[config.mk]
export PLATFORM = sky130hd
export DESIGN_NAME = spawn_pos_sampler
export DESIGN_NICKNAME = d
export VERILOG_FILES = /design/src/rtl/spawn_pos_sampler.sv
export SDC_FILE = /design/constraint.sdc
export NUM_CORES = 1
export LEC_CHECK = 0
export CORE_MARGIN = 2
export CORE_UTILIZATION = 54
export DETAILED_ROUTE_END_ITERATION = 7
export DONT_BUFFER_PORTS = 1
export GPL_TIMING_DRIVEN = 0
export MAX_ROUTING_LAYER = met4
export PLACE_DENSITY = 0.69
export SLEW_MARGIN = 20
export SYNTH_ARGS = -nofsm -noshare
export SYNTH_HDL_FRONTEND = slang
export SYNTH_SLANG_ARGS = --single-unit
[constraint.sdc]
create_clock -name clk -period 4.9 [get_ports clk]
set_input_delay 0.245 -clock clk [delete_from_list [all_inputs] [get_ports clk]]
set_output_delay 0.245 -clock clk [all_outputs]
set_load 0.01 [all_outputs]
[src/rtl/spawn_pos_sampler.sv]
// Rejection-samples x/y LFSR words into on-screen spawn coordinates, clamping
// after a bounded number of rejected tries, and hands them out over valid/ready.
module spawn_pos_sampler #(
  parameter int X_MAX     = 640,
  parameter int Y_MAX     = 480,
  parameter int OBJ_W     = 32,
  parameter int OBJ_H     = 32,
  parameter int MAX_TRIES = 8
) (
  input  logic       clk,
  input  logic       clr_n,
  input  logic       req,
  input  logic       ready,
  input  logic [9:0] lfsr_x,
  input  logic [8:0] lfsr_y,
  output logic       lfsr_en,
  output logic       valid,
  output logic [9:0] x_pos,
  output logic [8:0] y_pos,
  output logic       fallback,
  output logic       busy
);

  localparam logic [9:0] X_LIM = 10'(X_MAX - OBJ_W);
  localparam logic [8:0] Y_LIM = 9'(Y_MAX - OBJ_H);
  localparam int         CNT_W = $clog2(MAX_TRIES + 1);

  typedef enum logic [1:0] {
    IDLE  = 2'd0,
    STEP  = 2'd1,
    CHECK = 2'd2,
    DONE  = 2'd3
  } state_t;

  state_t           state, state_nxt;
  logic [CNT_W-1:0] try_cnt;
  logic             accept, last_try;
  logic             cnt_clr, cnt_inc, ld_acc, ld_fb;

  function automatic logic [9:0] sat_x(input logic [9:0] v);
    return (v > X_LIM) ? X_LIM : v;
  endfunction

  function automatic logic [8:0] sat_y(input logic [8:0] v);
    return (v > Y_LIM) ? Y_LIM : v;
  endfunction

  assign accept   = (lfsr_x <= X_LIM) && (lfsr_y <= Y_LIM);
  assign last_try = (int'(try_cnt) + 1) >= MAX_TRIES;

  // All outputs below are decoded from registered state only
  assign lfsr_en = (state == STEP);
  assign busy    = (state == STEP) || (state == CHECK);
  assign valid   = (state == DONE);

  always_comb begin
    state_nxt = state;
    cnt_clr   = 1'b0;
    cnt_inc   = 1'b0;
    ld_acc    = 1'b0;
    ld_fb     = 1'b0;
    case (state)
      IDLE: begin
        if (req) begin
          state_nxt = STEP;
          cnt_clr   = 1'b1;
        end
      end
      STEP: state_nxt = CHECK;
      CHECK: begin
        if (accept) begin
          state_nxt = DONE;
          ld_acc    = 1'b1;
        end else if (last_try) begin
          state_nxt = DONE;
          ld_fb     = 1'b1;
        end else begin
          state_nxt = STEP;
          cnt_inc   = 1'b1;
        end
      end
      DONE: begin
        if (ready) begin
          if (req) begin
            state_nxt = STEP;
            cnt_clr   = 1'b1;
          end else begin
            state_nxt = IDLE;
          end
        end
      end
      default: state_nxt = IDLE;
    endcase
  end

  always_ff @(posedge clk or negedge clr_n) begin
    if (!clr_n) begin
      state    <= IDLE;
      try_cnt  <= '0;
      x_pos    <= '0;
      y_pos    <= '0;
      fallback <= 1'b0;
    end else begin
      state <= state_nxt;
      if (cnt_clr)
        try_cnt <= '0;
      else if (cnt_inc)
        try_cnt <= try_cnt + 1'b1;
      // Coordinates only move on completion so they never toggle while valid=0
      if (ld_acc) begin
        x_pos    <= lfsr_x;
        y_pos    <= lfsr_y;
        fallback <= 1'b0;
      end else if (ld_fb) begin
        x_pos    <= sat_x(lfsr_x);
        y_pos    <= sat_y(lfsr_y);
        fallback <= 1'b1;
      end
    end
  end

endmodule

* Word level (Yosys, flattened, before mapping)
Cells that the tools add are included.
Widths: inputs -> output; s select.
** Storage, ports and cells
- Flip-flop bits (word level) :: 26
- Bits of input ports :: 23
- Output and inout port bits :: 23
- Word-level logic and storage cells :: 50
** Operators by class
- $add $sub $neg :: 2
- Magnitude comparators :: 5
- Equality and inequality tests :: 5
- Muxes and demuxes :: 27
- Reduce and logical (&&, ||, !) cells :: 6
** Operators by type and width (number)
- $mux 10 :: 3
- $mux 9 :: 3
- $mux 1 :: 13
- $gt 10x10->1 const B :: 1
- $le 10x10->1 const B :: 1
- $gt 9x9->1 const B :: 1
- $le 9x9->1 const B :: 1
- $mux 2 :: 4
- $mux 4 :: 2
- $pmux 2 s4 :: 1
- $add 4x1->5 const B :: 1
- $ge 5x4->1 const B :: 1
- $add 4x1->4 const B :: 1
- $eq 2x2->1 const B :: 2
- $ne 2x2->1 const B :: 2
- $reduce_bool 2->1 :: 2
- $eq 2x1->1 const B :: 1
- $logic_not 2->1 :: 1
- $pmux 1 s2 :: 1
- $reduce_and 2->1 :: 1
- $logic_and 1x1->1 :: 1
- $logic_or 1x1->1 :: 1

* Logic depth before layout (Yosys ltp)
- Depth in word-level cells :: 7
- Gate-level depth with buffers :: 6
- Depth with buffers taken out :: 6

* Least setup slack after synthesis
Ideal clock, no wire load.
- Kind :: flip-flop to flip-flop
- From :: reg try_cnt[0]
- To :: reg try_cnt[2]
- Setup time :: 77 ps
- Arrival time :: 1671 ps
- Required time :: 4823 ps
- Slack :: 3152 ps
- Cell stages (with the launch flop) :: 7
- Buffers on the path :: 0
- Period minus slack after synthesis :: 1748 ps
- Cell sequence :: dfrtp_1 > ha_1 > nor2b_1 > a41oi_1 > nand2b_1 > or4_1 > a21oi_1
** On the way
- Longest elaborated chain between the ends :: 6
- Elaborated cells on any way between the ends :: 9
- Those cells by class :: add/sub (2); order compare (1); mux (5); reduce/logical (1)
** Ends and longest elaborated chain
- from (decl) :: RTL line 36 : logic [CNT_W-1:0] try_cnt;
- from (signal assigned) :: RTL line 108 : try_cnt <= try_cnt + 1'b1;
- $add 4x1->5 :: RTL line 49 : assign last_try = (int'(try_cnt) + 1) >= MAX_TRIES;
- $ge 5x4->1 :: RTL line 49
- $mux 1 :: RTL line 74 : end else if (last_try) begin
- $mux 1 :: RTL line 71 : if (accept) begin
- $mux 1 :: RTL line 62 : case (state)
- $reduce_bool 2->1 (no source line)
Parallel ways exist; a longest one is shown, timed or not. The select of a mux whose other input is x is not followed.
A chain may end at the register's enable or synchronous reset.

* Worst setup path in the final report
Ends and elaborated chain as after synthesis.

==> impl_metrics.ini <==
[global_route]
grt_max_degree = 27
grt_usage_pct = 19.3
globalRoute.totalOverflow = 0
grt_pass1_vias = 826
antenna_found_initial = 0
grt_pass1_wl_mm = 3.81

[cells_and_area]
drive_gt1_share_pct = 12.6
stdcell_area_um2 = 1440
final_common_cell = dfrtp_1
synthToLayoutAreaGrowth_pct = 7.79
mostFrequentLayoutCells = 26 x dfrtp_1, 12 x inv_1, 11 x nand2_1
fillCellCount = 206
final_nets = 158
antenna_cells = 0

[synth]
syn_area_um2 = 1330
synth_top_family_by_area = compound AO/OA/AOI/OAI gates
syn_nets = 151
synthXorXnorAreaFrac_pct = 0
synth-compound-area-share_pct = 15.0
netlist_instances = 121
ys_types = 30
syn_area_per_cell_um2 = 11.0
yosys.area_share.simple_pct = 12.8
synth-seq-cells = 26
ys_seq_area_share_pct = 48.8
synth_warnings = 0
synth_mux_area_share_pct = 12.0
synth-adder-area-share_pct = 6.57

[floorplan]
fp.dieW_um = 53.7
core_area_um2 = 2410
start_util_pct = 55.3
die_area_um2 = 2880
rows = 18
die_h_um = 53.7
boundaryPins = 46

[power]
clkPwrFrac_pct = 12.9
powerDensity_nw_per_um2 = 570
p_sw_share_pct = 39.5
p_seq_share_pct = 51.5
intPower_mw = 0.496
switchingPower_mw = 0.323
combPwrFrac_pct = 35.6
leakagePower_nw = 0.702
worst_ir_drop_vdd_mv = 0.324

[worst_setup_path]
cp_data_arrival_time_ns = 2.24
required_ns = 5.15
critPathSlowestCell = dfrtp_1
cp_max_fo = 6
path_class = reg -> reg
path_cells = ha_1 -> nor2b_1 -> a41oi_1 -> nand2b_1 -> or4_1 -> a21oi_1
end_kind = register
worst_path_largest_cell_delay_ns = 0.47
worstSetupStartpointType = register

[clock_network]
cts_hold_repair.buffers = 2
cts_resized = 0
cts_tree = yes
cts_setup_buffers = 0
clockBufferDepth = 2
cts_inserted_buffers = 3
h-tree-depth = 1
clkLatencyLatePin_ns = 0.31
clk_pin_slew_ns = 0.13
cts_sinks = 26
clockRootBuffer = clkbuf_4

[place]
dp_hpwl_mm = 1.90
gp_congestion = 0.806
port_buffers = 0
placed_cell_area_um2 = 1370

[detailed_routing]
wl_mm = 2.51
viasPerCell = 5.94
drt_iter0_markers = 11
dr.pass1.iters = 4
antenna_left = 0
vias = 932
drcViolationCount = 0
wl_per_cell_um = 16.0

[timing]
finalCriticalPeriod_ns = 1.99
finalSetupTns_ns = 0
final.setup_skew_ns = 0.00351
drv_slew = 0
hold_viol = 0
max_freq_mhz = 503
tightest_slew_ns = 0.428
finalCritPeriodShare_pct = 40.6
rsz0062_at_grt = false
setup_violations = 0
slew_headroom_pct = 71.4

[run]
cap_violations = 0

[worst_hold_path]
hp-class = in -> reg

[run_status]
outcome = finished clean
per-layer routing:
layer | part of all wire (%) | global-route usage [%]
met5 | 0 | -
met4 | 1.7 | 8.55
met3 | 6.8 | 5.00
met2 | 50 | 28.9
met1 | 42 | 24.6
flip-flops by register name, summed over array words and instances, names as in the netlist:
| register | flops |
|---|---|
| fallback | 1 |
| try_cnt | 4 |
| y_pos | 9 |
| x_pos | 10 |
| state | 2 |
power groups by stage:
stage | logic (mW) | clock network (mW) | registers (mW)
3_3_place_gp | 0.271 | 0 | 0.422
4_1_cts | 0.294 | 0.109 | 0.423
2_1_floorplan | 0.244 | 0 | 0.403
6_report | 0.292 | 0.106 | 0.421
5_1_grt | 0.324 | 0.117 | 0.435
3_5_place_dp | 0.287 | 0 | 0.424
worst max-delay path: cells and delay by family, from the launching register on:
kind	cells	cell delay, ns
DFF	1	0.47
and+or+nand+nor	3	0.86
AOI/OAI and AO/OA	2	0.37
adders and majority gates	1	0.24
synthesized netlist by cell type:
cell | count | share of area [%]
mux2_4 | 6 | 6.8
and3_1 | 1 | 0.47
o21ai_0 | 1 | 0.37
o21ai_2 | 1 | 0.66
a31oi_4 | 1 | 1.6
nor4_2 | 1 | 0.94
nand2_1 | 11 | 3.1
buf_2 | 1 | 0.37
mux2i_1 | 7 | 5.3
o2bb2ai_1 | 6 | 3.9
nor2_1 | 2 | 0.56
clkbuf_1 | 1 | 0.28
o31ai_1 | 2 | 1.1
or4_1 | 2 | 1.1
nor4_1 | 1 | 0.47
nand3_1 | 8 | 3.0
o211ai_1 | 2 | 1.1
a21oi_1 | 9 | 3.4
ha_1 | 7 | 6.6
a211o_1 | 1 | 0.66
nand2b_1 | 3 | 1.4
a22oi_1 | 1 | 0.56
nor3_1 | 2 | 0.75
inv_1 | 12 | 3.4
dfrtp_1 | 26 | 49
or3_1 | 1 | 0.47
a31oi_1 | 2 | 0.94
nor2b_1 | 1 | 0.47
a41oi_1 | 1 | 0.66
buf_6 | 1 | 0.84
logic make-up (layout without fill, tap and decap cells):
kind of cell	Yosys count	count (layout)
compound gates	27	27
mux	13	13
simple gates	33	33
buf+inv	15	21
flops	26	26
fa+ha+maj	7	7
area by class of cell:
cell class | count | area [µm²] | area share (%)
inverter | 12 | 45.0 | 3.13
clock buffer | 4 | 36.3 | 2.52
tap | 30 | 37.5 | 2.61
sequential | 26 | 651 | 45.3
multi-input combinational | 80 | 618 | 43.0
timing repair buffer | 2 | 30.0 | 2.09
buffer | 3 | 20.0 | 1.39
worst paths after layout:
check	from	to	slack, ns	depth (start not counted)
max	try_cnt[0]	try_cnt[2]	2.91	6
min	lfsr_x[8]	x_pos[8]	0.04	2
max reg2reg	try_cnt[0]	try_cnt[2]	2.91	6
min reg2reg	try_cnt[3]	try_cnt[3]	0.54	2
max in group asynchronous	clr_n	try_cnt[3]	4.41	2
min in group asynchronous	clr_n	x_pos[1]	0.35	2
through the flow:
stage	power [mW]	instances	utilization [%]	hold slack, ns	setup slack (ns)
finish	0.819	157	59.7	0.0384	2.91
global route	0.876	157	59.7	0.0278	2.80
CTS	0.825	157	59.7	0.0365	2.93
detailed placement	0.711	151	56.9	-0.0502	2.95
global placement	0.693	151	56.9	-0.0502	3.06
floorplan	0.647	121	-	-0.0506	3.15
(Power assumes the default switching activity.)
